--- src/rtl/weight_pingpong_ctrl.sv ---
// Double-buffered weight SRAM sequencer: streams external words into the fill half and hands full halves to compute.
// Optional WEIGHT_PP_CHECKSUM_EN builds a per-load 32-bit wrap-around sum of the streamed words.
module weight_pingpong_ctrl #(
  parameter int unsigned TOTAL_WEIGHT_MEMORY_SIZE = 16384,
  parameter int unsigned BIT_WIDTH_EXTERNAL_PORT  = 32,
  parameter int unsigned WEIGHT_MEMORY_ADDR_SIZE  = 14,
  parameter int unsigned LOAD_LEN_BITS            = 12
) (
  input  logic                               clk,
  input  logic                               reset,
  input  logic                               load_start,
  input  logic [LOAD_LEN_BITS-1:0]           load_words,
  input  logic                               ext_valid,
  input  logic [BIT_WIDTH_EXTERNAL_PORT-1:0] ext_data,
  output logic                               ext_ready,
  output logic                               wr_en,
  output logic [WEIGHT_MEMORY_ADDR_SIZE-1:0] wr_addr,
  output logic [BIT_WIDTH_EXTERNAL_PORT-1:0] wr_data,
  output logic                               load_busy,
  output logic                               cfg_err,
  input  logic                               comp_req,
  output logic                               comp_grant,
  output logic [WEIGHT_MEMORY_ADDR_SIZE-1:0] comp_base,
  input  logic                               comp_done,
  output logic [1:0]                         buf_full,
  output logic [BIT_WIDTH_EXTERNAL_PORT-1:0] load_checksum
);

  localparam int unsigned BUF_BYTES  = TOTAL_WEIGHT_MEMORY_SIZE / 2;
  localparam int unsigned BUF_WORDS  = BUF_BYTES * 8 / BIT_WIDTH_EXTERNAL_PORT;
  localparam int unsigned BYTE_SHIFT = $clog2(BIT_WIDTH_EXTERNAL_PORT / 8);
  localparam int unsigned WORD_BITS  = WEIGHT_MEMORY_ADDR_SIZE - 1 - BYTE_SHIFT;
  localparam logic [LOAD_LEN_BITS:0] MAX_LEN = (LOAD_LEN_BITS + 1)'(BUF_WORDS);

  typedef enum logic [1:0] {B_EMPTY, B_FILLING, B_FULL, B_IN_USE} bstate_t;
  typedef enum logic [1:0] {L_IDLE, L_WAIT, L_FILL} lstate_t;
  typedef enum logic {C_IDLE, C_ACTIVE} cstate_t;

  bstate_t bstate [2];
  lstate_t l_state, l_next;
  cstate_t c_state, c_next;
  logic    fill_sel, comp_sel;
  logic [LOAD_LEN_BITS-1:0] load_len, count;
  logic    accept, bad_len, fill_enter, xfer, last, grant, comp_free;

  always_comb begin
    l_next     = l_state;
    accept     = 1'b0;
    bad_len    = 1'b0;
    xfer       = 1'b0;
    last       = 1'b0;
    case (l_state)
      L_IDLE: if (load_start) begin
        if (load_words != '0 && {1'b0, load_words} <= MAX_LEN) begin
          accept = 1'b1;
          l_next = (bstate[fill_sel] == B_EMPTY) ? L_FILL : L_WAIT;
        end else begin
          bad_len = 1'b1;
        end
      end
      L_WAIT: if (bstate[fill_sel] == B_EMPTY) l_next = L_FILL;
      L_FILL: if (ext_valid) begin
        xfer = 1'b1;
        if (count == load_len - 1'b1) begin
          last   = 1'b1;
          l_next = L_IDLE;
        end
      end
      default: l_next = L_IDLE;
    endcase
    fill_enter = (l_state != L_FILL) && (l_next == L_FILL);

    c_next    = c_state;
    grant     = 1'b0;
    comp_free = 1'b0;
    case (c_state)
      C_IDLE: if (comp_req && bstate[comp_sel] == B_FULL) begin
        grant  = 1'b1;
        c_next = C_ACTIVE;
      end
      C_ACTIVE: if (comp_done) begin
        comp_free = 1'b1;
        c_next    = C_IDLE;
      end
      default: c_next = C_IDLE;
    endcase
  end

  assign ext_ready = (l_state == L_FILL);
  assign load_busy = (l_state != L_IDLE);

  always_comb begin
    buf_full = '0;
    for (int unsigned i = 0; i < 2; i++)
      buf_full[i] = (bstate[i] == B_FULL) || (bstate[i] == B_IN_USE);
  end

  always_ff @(posedge clk) begin
    if (reset) begin
      l_state    <= L_IDLE;
      c_state    <= C_IDLE;
      bstate[0]  <= B_EMPTY;
      bstate[1]  <= B_EMPTY;
      fill_sel   <= 1'b0;
      comp_sel   <= 1'b0;
      load_len   <= '0;
      count      <= '0;
      cfg_err    <= 1'b0;
      wr_en      <= 1'b0;
      wr_addr    <= '0;
      wr_data    <= '0;
      comp_grant <= 1'b0;
      comp_base  <= '0;
    end else begin
      l_state    <= l_next;
      c_state    <= c_next;
      wr_en      <= xfer;
      comp_grant <= grant;
      if (bad_len) cfg_err <= 1'b1;
      if (accept) begin
        load_len <= load_words;
        count    <= '0;
      end
      if (xfer) begin
        count   <= count + 1'b1;
        wr_data <= ext_data;
        wr_addr <= {fill_sel, count[WORD_BITS-1:0], {BYTE_SHIFT{1'b0}}};
      end
      // Loader and compute never touch the same buffer in one cycle, so these updates do not collide.
      if (fill_enter) bstate[fill_sel] <= B_FILLING;
      if (last) begin
        bstate[fill_sel] <= B_FULL;
        fill_sel         <= ~fill_sel;
      end
      if (grant) begin
        bstate[comp_sel] <= B_IN_USE;
        comp_base        <= {comp_sel, {(WEIGHT_MEMORY_ADDR_SIZE-1){1'b0}}};
      end
      if (comp_free) begin
        bstate[comp_sel] <= B_EMPTY;
        comp_sel         <= ~comp_sel;
      end
    end
  end

`ifdef WEIGHT_PP_CHECKSUM_EN
  logic [BIT_WIDTH_EXTERNAL_PORT-1:0] sum;

  always_ff @(posedge clk) begin
    if (reset) begin
      sum           <= '0;
      load_checksum <= '0;
    end else begin
      if (accept)    sum <= '0;
      else if (xfer) sum <= sum + ext_data;
      if (last) load_checksum <= sum + ext_data;
    end
  end
`else
  assign load_checksum = '0;
`endif

endmodule
--- config.mk ---
export PLATFORM = sky130hd
export DESIGN_NAME = weight_pingpong_ctrl
export DESIGN_NICKNAME = d
export VERILOG_FILES = /design/src/rtl/weight_pingpong_ctrl.sv
export SDC_FILE = /design/constraint.sdc
export NUM_CORES = 1
export LEC_CHECK = 0
export BUFFER_PORTS_ARGS = -buffer_cell sky130_fd_sc_hd__clkbuf_2
export CAP_MARGIN = 15
export CORE_ASPECT_RATIO = 1.2
export CORE_MARGIN = 2
export CORE_UTILIZATION = 40
export CTS_CLUSTER_DIAMETER = 40
export DETAILED_ROUTE_END_ITERATION = 16
export PLACE_DENSITY = 0.64
export RECOVER_POWER = 25
export SLEW_MARGIN = 20
export SYNTH_ARGS = -nofsm -noshare
export SYNTH_HDL_FRONTEND = slang
export SYNTH_SLANG_ARGS = --single-unit
--- constraint.sdc ---
create_clock -name clk -period 6.18 [get_ports clk]
set_input_delay 1.236 -clock clk [delete_from_list [all_inputs] [get_ports clk]]
set_output_delay 1.236 -clock clk [all_outputs]
set_load 0.02 [all_outputs]
* Word level (Yosys, flattened, before mapping)
Memories as Yosys holds them, arrays and structs flattened. A register that Yosys moved wholly into a read port is not among the register bits.
Cells that the tools add are included.
** Word-level totals
- ROM bits :: 0
- Memory bits (writable) :: 4
- Register bits after elaboration :: 77
- Bits in latches :: 0
- Memories kept :: 1
- Output and inout bits :: 99
- Input port bits :: 50
** Memories
- bstate :: depth 2, bits a word 2, rd ports 4, clocked after Yosys merged registers in 2, write ports 2, line 39 : bstate_t bstate [2];
** Cells by class
- Order comparisons :: 1
- Multiply operators :: 0
- Bitwise gates (word level) :: 5
- Equality and inequality tests :: 10
- $add $sub $neg :: 2
- Reductions and logical operators :: 12
- Div/mod/pow operators :: 0
- Mux-type cells :: 52
- Shift-type cells :: 0
** Operators by type and width (count)
- two-way mux 1 bit :: 38
- two-way mux 12 bit :: 2
- two-way mux 2 bit :: 10
- == test 2 bit (second input constant) :: 7
- adder 12 x 1 -> 12 bit (second input constant) :: 1
- == test 12 bit :: 1
- <= comparator 12 bit (second input constant) :: 1
- nonzero test 12 bit :: 1
- subtractor 12 x 1 -> 12 bit (second input constant) :: 1
- case mux 2 bit (3 select lines) :: 1
- zero test 2 bit :: 2
- nonzero test 2 bit :: 2
- OR reduction 2 bit :: 2
- logical AND 1 bit :: 3
- NOT 1 bit :: 3
- == test 2 x 1 -> 1 bit (second input constant) :: 1
- logical OR 1 bit :: 2
- != test 2 bit (second input constant) :: 1
- bitwise OR 1 bit :: 2
- case mux 1 bit (2 select lines) :: 1

* Logic depth before layout (Yosys ltp)
Gate-level depths: netlist of run 1.
- Depth in word-level cells :: 13
- Gate-level depth with buffers :: 10
- Gate-level depth less buffers :: 8

* Least setup slack after synthesis of run 1
OpenSTA, ideal clock, no wires.
- Path kind :: in2reg
- Start :: input load_words[5]
- End :: memory bstate[0][0] in the netlist's numbering (enable)
- Arrival time :: 2586 ps
- Path slack :: 3271 ps
- Library setup time :: 323 ps
- Path buffers :: 1
- Data required time :: 5857 ps
- Stages :: 7
- Cell sequence :: nor4_1 a31oi_1 nor3_1 clkbuf_1 o21a_1 nor3_1 a22oi_1
** RTL lines
- from (decl) :: line 12 : input logic [LOAD_LEN_BITS-1:0] load_words,
- to (decl) :: line 39

==> results of run 1 <==
## cell usage after synthesis, drive strengths merged, types with 2 or more instances
cell type / number
a211o: 2
a211oi: 2
a21o: 2
a21oi: 61
a311oi: 3
a31oi: 3
and3: 2
and4: 3
buf: 57
clkbuf: 24
dfxtp: 79
edfxtp: 4
ha: 2
inv: 10
mux2: 2
mux2i: 13
nand2: 104
nand2b: 4
nand3: 9
nand3b: 4
nand4: 4
nor2: 38
nor2b: 2
nor3: 9
nor3b: 2
nor4: 5
nor4b: 2
o211ai: 2
o21a: 2
o21ai: 10
o21ba: 2
o21bai: 2
o31ai: 3
o41ai: 2
or2: 2
or3: 5
xnor2: 8
xor2: 10
## power breakdown
part / internal (uW) / switching [uW]
registers: 559 / 17.9
logic: 69.0 / 130
clock network: 329 / 228
## cell families (layout without fill, tap and decap cells)
group	after synthesis	after routing
DFF	83	83
other	1	47
muxes	15	15
and+or+nand+nor	197	197
xor gates and xnor gates	19	19
adders and majority gates	2	2
AOI/OAI and AO/OA	102	102
buffers and inverters	91	130
## layout make-up
type	instances	area, sq um
sequential	83	1700
fill	1040	5280
inverter	10	37.5
clock buffer	10	239
tap	126	158
clock inverter	6	70.1
timing repair buffer	104	490
multi-input combinational	382	2080
## flip-flops by register name, indices dropped and copies added (netlist names), named ones only
name and count:
comp_grant 1, cfg_err 1, comp_base 1, wr_data 32
count 12, comp_sel 1, c_state 1, wr_addr 12
l_state 2, load_len 12, fill_sel 1, wr_en 1
bstate 4
## routing by layer
layer  global-route usage  vias up  routed length, microns
li1                     -     1791                       -
met1                0.198     1652                    3980
met2                0.311       98                    4940
met3               0.0389       12                     502
met4               0.0732        0                     167
met5                    0        -                       0
## tightest hold or removal path, stage by stage (launching register included)
cell and delay, ns:
dfxtp_1 0.31, nand2_1 0.05, a21oi_1 0.05
## through the flow
stage | setup WS (ns) | hold slack [ns] | std cells
2_1_floorplan | 3.27 | 0.463 | 556
3_3_place_gp | 2.92 | 0.442 | 705
3_5_place_dp | 2.88 | 0.448 | 705
4_1_cts | 3.17 | 0.458 | 721
5_1_grt | 2.32 | 0.476 | 721
6_report | 2.61 | 0.454 | 721
## worst paths after layout
check                             to  slack [ns]  cells after the start
max           bstate[0][1]$_DFFE_PP_        2.61                      5
min          wr_addr[6]$_SDFFE_PP0P_        0.45                      2
max reg2reg   bstate[0][0]$_DFFE_PP_        3.16                      8
min reg2reg  wr_addr[6]$_SDFFE_PP0P_        0.45                      2
==> reports/results.ini, run 1 <==
[global_route]
antenna_found_initial=0
grt_pass1_wl_microns=15600
grt.total_usage=0.173
grt_pass1_vias=3332
overflow=0
grt_max_degree=58

[sta]
fin_crit_sh=0.578
setup_viol=0
hold_violations=0
skew_ns=0.00646
rsz0062_at_grt=false
period_minus_slack_ns=3.57
tns_ns=0
maxSlewHeadroom=-0.0852
tightest_slew_ns=1.63
report.final.slew_viol_count=41
max_freq_mhz=280

[clocking]
cts_resized=0
worstSkewPairLatency_ns=0.34
cts_buffers=9
cts-root-buf=clkbuf_16
postCtsHoldBufs=0
clkTransAtPathRegs_ns=0.06
cts_buffer_depth=2
cts_sinks=83
cts_max_level=3
cts_tree=built
cts_setup_buffers=0

[worst_setup_path]
critPathLaunchType=primary input
crit_path_start=reset
criticalPathCategory=primary input to register
cp_slowest_cell=clkbuf_1
cp_top_family=buffers and inverters
cp-end-kind=register
crit_arrival_ns=3.72
crit_fanout=48
cp_slowest_stage_delay_ns=1.16
r2r_start=load_len[0]$_SDFFE_PP0P_
path_cells=clkbuf_1 > buf_4 > inv_1 > a21o_1 > o41ai_1
cp.required_ns=6.32
critical_path_buf_inv_count=3

[die]
start_util=0.411
pin_count=149
die_height_microns=115
die_w_microns=96.8
rows=40
core_sq_mm=0.0101
die_area_sq_mm=0.0112

[synth]
ys.flop_type=dfxtp_1
synth_top_family_by_area=simple AND/OR/NAND/NOR gates
synth_top_area_share=0.383
synth_compound_area_frac=0.151
synth-seq-area-share=0.412
async_flop_share=0
synth-seq-cells=83
synth_top_area_cell=dfxtp_1
syn_avg_cell_area_sq_um=8.10
synth-simple-area-share=0.221
syn_area_sq_mm=0.00413
synth_warnings=0
synth_edf_count=4
synth.area.top_cells=dfxtp_1, nand2_1, buf_4
synthMuxAreaShare=0.0369
synth_adder_area_share=0.00606
syn-instance-count=510
synth_cell_types=59
synth_xor_area_frac=0.0436

[power]
p_per_area_mw_per_mm2=279
p_total_uw=1330
ir_worst_vdd_mv=0.116
leakage_uw=0.00197

[finish]
final_net_count=642
post-route-util=0.475
drive_gt1_frac=0.178
finalInstanceArea_sq_mm=0.00478
areaGrowthSynthToFinish_pct=15.6
n_antenna_cell=0
layout_common_cells=nand2_1, dfxtp_1, clkbuf_2, a21oi_1, conb_1
mostFrequentLayoutCell=nand2_1

[routing]
drc_errors=0
via_per_inst=4.93
firstDrtPassIters=4
ant_nets=0
drtIter0Drc=115
vias=3553
routedWlPerCell_microns=13.3
drt-total-wl_microns=9590

[hold_path]
hp-start=wr_addr[6]$_SDFFE_PP0P_
min_path_type=register to register

[place]
gp_congestion=0.783
placed_cell_area_sq_mm=0.00451
post-dp-hpwl_microns=7000
io_buffers=101

[run_status]
failed_checks=max-capacitance violations, max-slew violations
status=finished with violations

[run]
maxCapViolCount=1

(Power assumes the default switching activity.)
==> run 2, diff against run 1 <==
--- a/config.mk
+++ b/config.mk
@@ -5,6 +5,7 @@
 export SDC_FILE = /design/constraint.sdc
 export NUM_CORES = 1
 export LEC_CHECK = 0
+export ABC_AREA = 1
 export BUFFER_PORTS_ARGS = -buffer_cell sky130_fd_sc_hd__clkbuf_2
 export CAP_MARGIN = 15
 export CORE_ASPECT_RATIO = 1.2
==> constraint.sdc (replaced) <==
create_clock -name clk -period 3.45 [get_ports clk]
set_input_delay 0.69 -clock clk [delete_from_list [all_inputs] [get_ports clk]]
set_output_delay 0.69 -clock clk [all_outputs]
set_load 0.02 [all_outputs]
==> run 2 against run 1 <==
Clock power up 65%; count of clock-buffer cells in the layout down 1; utilization up 0.31 points; the flow now finishes without violations; via count up 5.5%; sequential power up 79%; sequential cell count unchanged.
==> reports/results.ini, run 2 <==
[worst_setup_path]
crit_arrival_ns=2.44  ; -1.28 ns
r2r_cells=16  ; +8
cp_slowest_stage_delay_ns=0.86  ; -0.30 ns
cp.required_ns=3.53  ; -2.79 ns
crit_fanout=24  ; -50%
r2r_start=load_len[0]$_SDFFE_PP0P_
cp-end-kind=register
endpoint=bstate[0][1]$_DFFE_PP_
reg2reg_setup_slack_ns=1.13  ; -2.03 ns
r2r_end=bstate[0][1]$_DFFE_PP_
crit_top_cell=nand2_1
cp_slowest_cell=clkbuf_1
path_cells=clkbuf_1 > clkinv_1 > nand2_1 > nand2_1 > nand2_1 > nand3_1
crit_path_start=reset
criticalPathCategory=primary input to register
critPathLaunchType=primary input

[clocking]
cts_sinks=83  ; unchanged
cts_setup_buffers=0  ; unchanged
postCtsHoldBufs=0  ; unchanged
cts_resized=0  ; unchanged
cts_tree=built
cts_buffer_depth=2  ; unchanged
cts-root-buf=clkbuf_16
worstSkewPairLatency_ns=0.34  ; about the same
cts_buffers=9  ; unchanged
cts_max_level=3  ; unchanged
clkTransAtPathRegs_ns=0.07  ; about the same

[global_route]
grt.total_usage=0.175  ; +0.00247
grt_max_degree=58  ; unchanged
antenna_found_initial=0  ; unchanged
grt_pass1_wl_microns=15200  ; -2.8%
grt_pass1_vias=3304  ; -0.84%
overflow=0  ; unchanged

[die]
start_util=0.410  ; -0.000898
core_sq_mm=0.00996  ; -0.99%
rows=40  ; unchanged
die_height_microns=115  ; -0.59%
pin_count=149  ; unchanged
die_w_microns=96.2  ; -0.58%
die_area_sq_mm=0.0110  ; -1.2%

[synth]
synth_edf_count=4  ; unchanged
synth_top_area_share=0.387  ; +0.00469
ys.flop_type=dfxtp_1
async_flop_share=0  ; unchanged
synth.most_common_cell=nand2_1
yosys-top-cells-count=nand2_1, dfxtp_1, a21oi_1
synth_cell_types=38  ; -36%
synth-seq-cells=83  ; unchanged
syn_area_sq_mm=0.00408  ; -1.2%
synth_top_area_cell=dfxtp_1
synth.area.top_cells=dfxtp_1, nand2_1, buf_4
syn-instance-count=577  ; +13%
syn_avg_cell_area_sq_um=7.07  ; -13%
synth_warnings=0  ; unchanged
synth-seq-area-share=0.417  ; +0.00505

[finish]
largest_register_ffs=32  ; unchanged
mostFrequentLayoutCell=nand2_1
multi_input_area_sq_mm=0.00195  ; -6.4%
layout_common_cells=nand2_1, dfxtp_1, clkbuf_2, a21oi_1, conb_1
top_register=wr_data
areaGrowthSynthToFinish_pct=16.6
final-seq-area_sq_mm=0.00170  ; unchanged
fill_cells=1054  ; +1.3%
final_net_count=723  ; +13%
n_antenna_cell=0  ; unchanged
drive_gt1_frac=0.173  ; -0.00507

[routing]
firstDrtPassIters=5  ; +1
vias=3748  ; +5.5%
via_per_inst=4.67  ; -5.2%
ant_nets=0  ; unchanged
drt-total-wl_microns=9600  ; +0.17%
drtIter0Drc=169  ; +47%
routedWlPerCell_microns=12.0  ; -9.9%
drc_errors=0  ; unchanged

[place]
post-dp-hpwl_microns=7170  ; +2.5%
io_buffers=101  ; unchanged
gp_congestion=0.842  ; +7.5%

[sta]
max_freq_mhz=423
tns_ns=0  ; unchanged
rsz0062_at_grt=false
fin_crit_sh=0.685
report.final.slew_viol_count=0  ; -100%
hold_violations=0  ; unchanged
setup_viol=0  ; unchanged
skew_ns=0.00633  ; -0.000127 ns
tightest_slew_ns=1.20  ; -0.429 ns
maxSlewHeadroom=0.201  ; +0.286
period_minus_slack_ns=2.36

[run_status]
status=completed

[hold_path]
min_path_type=register to register

[power]
p_per_area_mw_per_mm2=484  ; +74%
leakage_uw=0.00209  ; +5.9%
p_total_uw=2300  ; +73%
ir_worst_vdd_mv=0.217  ; +87%

[run]
maxCapViolCount=0  ; -1

run 2: changes by cell type in the layout (fill, tap and decap cells not counted), moves of 9 or more:
cell / previous run / this run
nand2_1: 103 / 183
a21oi_1: 61 / 70
mux2i_1: 13 / 0
nand3_1: 9 / 28
nor2_1: 38 / 26
inv_1: 10 / 38
o21ai_0: 9 / 28
run 2: cells by family (layout without fill, tap and decap cells):
family | Yosys count | in the layout | share of synthesized area
AOI/OAI and AO/OA | 109 | 109 | 0.139
adders and majority gates | 2 | 2 | 0.00613
xor gates and xnor gates | 4 | 4 | 0.00859
buffers and inverters | 112 | 165 | 0.148
and+or+nand+nor | 266 | 266 | 0.280
DFF | 83 | 83 | 0.417
other | 1 | 47 | 0.000919
run 2: final cells by class:
type	instances	share of cell area
Multi-Input combinational cell	428	0.409
Clock buffer	9	0.0473
Timing Repair Buffer	106	0.107
Sequential cell	83	0.357
Clock inverter	7	0.0124
Inverter	43	0.0339
Tap cell	126	0.0331
run 2: per-layer routing:
metal	vias to the layer above	part of all wire	GRT usage	wire, microns
met3	12	0.082	0.0612	785
met2	113	0.48	0.276	4610
li1	1952	-	-	-
met5	-	0	0	0
met1	1671	0.42	0.215	4060
met4	0	0.015	0.0724	148
run 2: worst min-delay path by stage:
| stage | cells past startpoint | slack [ns] | startpoint | endpoint |
|---|---|---|---|---|
| CTS | 2 | 0.47 | wr_data[21]$_SDFFE_PP0P_ | wr_data[21]$_SDFFE_PP0P_ |
| detailed placement | 2 | 0.46 | wr_data[21]$_SDFFE_PP0P_ | wr_data[21]$_SDFFE_PP0P_ |
| floorplan | 2 | 0.45 | c_state$_SDFF_PP0_ | c_state$_SDFF_PP0_ |
| global placement | 2 | 0.45 | wr_data[31]$_SDFFE_PP0P_ | wr_data[31]$_SDFFE_PP0P_ |
| global route | 2 | 0.48 | wr_addr[8]$_SDFFE_PP0P_ | wr_addr[8]$_SDFFE_PP0P_ |
| finish | 2 | 0.46 | wr_data[21]$_SDFFE_PP0P_ | wr_data[21]$_SDFFE_PP0P_ |
run 2: critical path: cells and delay by family:
family	cells	cell delay, ns
buffers and inverters	2	1.23
and+or+nand+nor	4	0.52
run 2: through the flow:
step / worst slack [ns] / std cells / area, sq um / util / hold WS [ns]
2_1_floorplan: 1.32 / 623 / 4250 / - / 0.452
3_3_place_gp: 1.04 / 786 / 4510 / 0.453 / 0.451
3_5_place_dp: 0.987 / 786 / 4510 / 0.453 / 0.459
4_1_cts: 1.14 / 802 / 4800 / 0.482 / 0.469
5_1_grt: 0.876 / 802 / 4760 / 0.478 / 0.481
6_report: 1.09 / 802 / 4760 / 0.478 / 0.465
run 2: power by group:
group          total, uW  switching [uW]  internal [uW]
Sequential          1030            26.7           1000
Combinational        358             248            110
Clock                918             417            500
Total               2300             692           1610
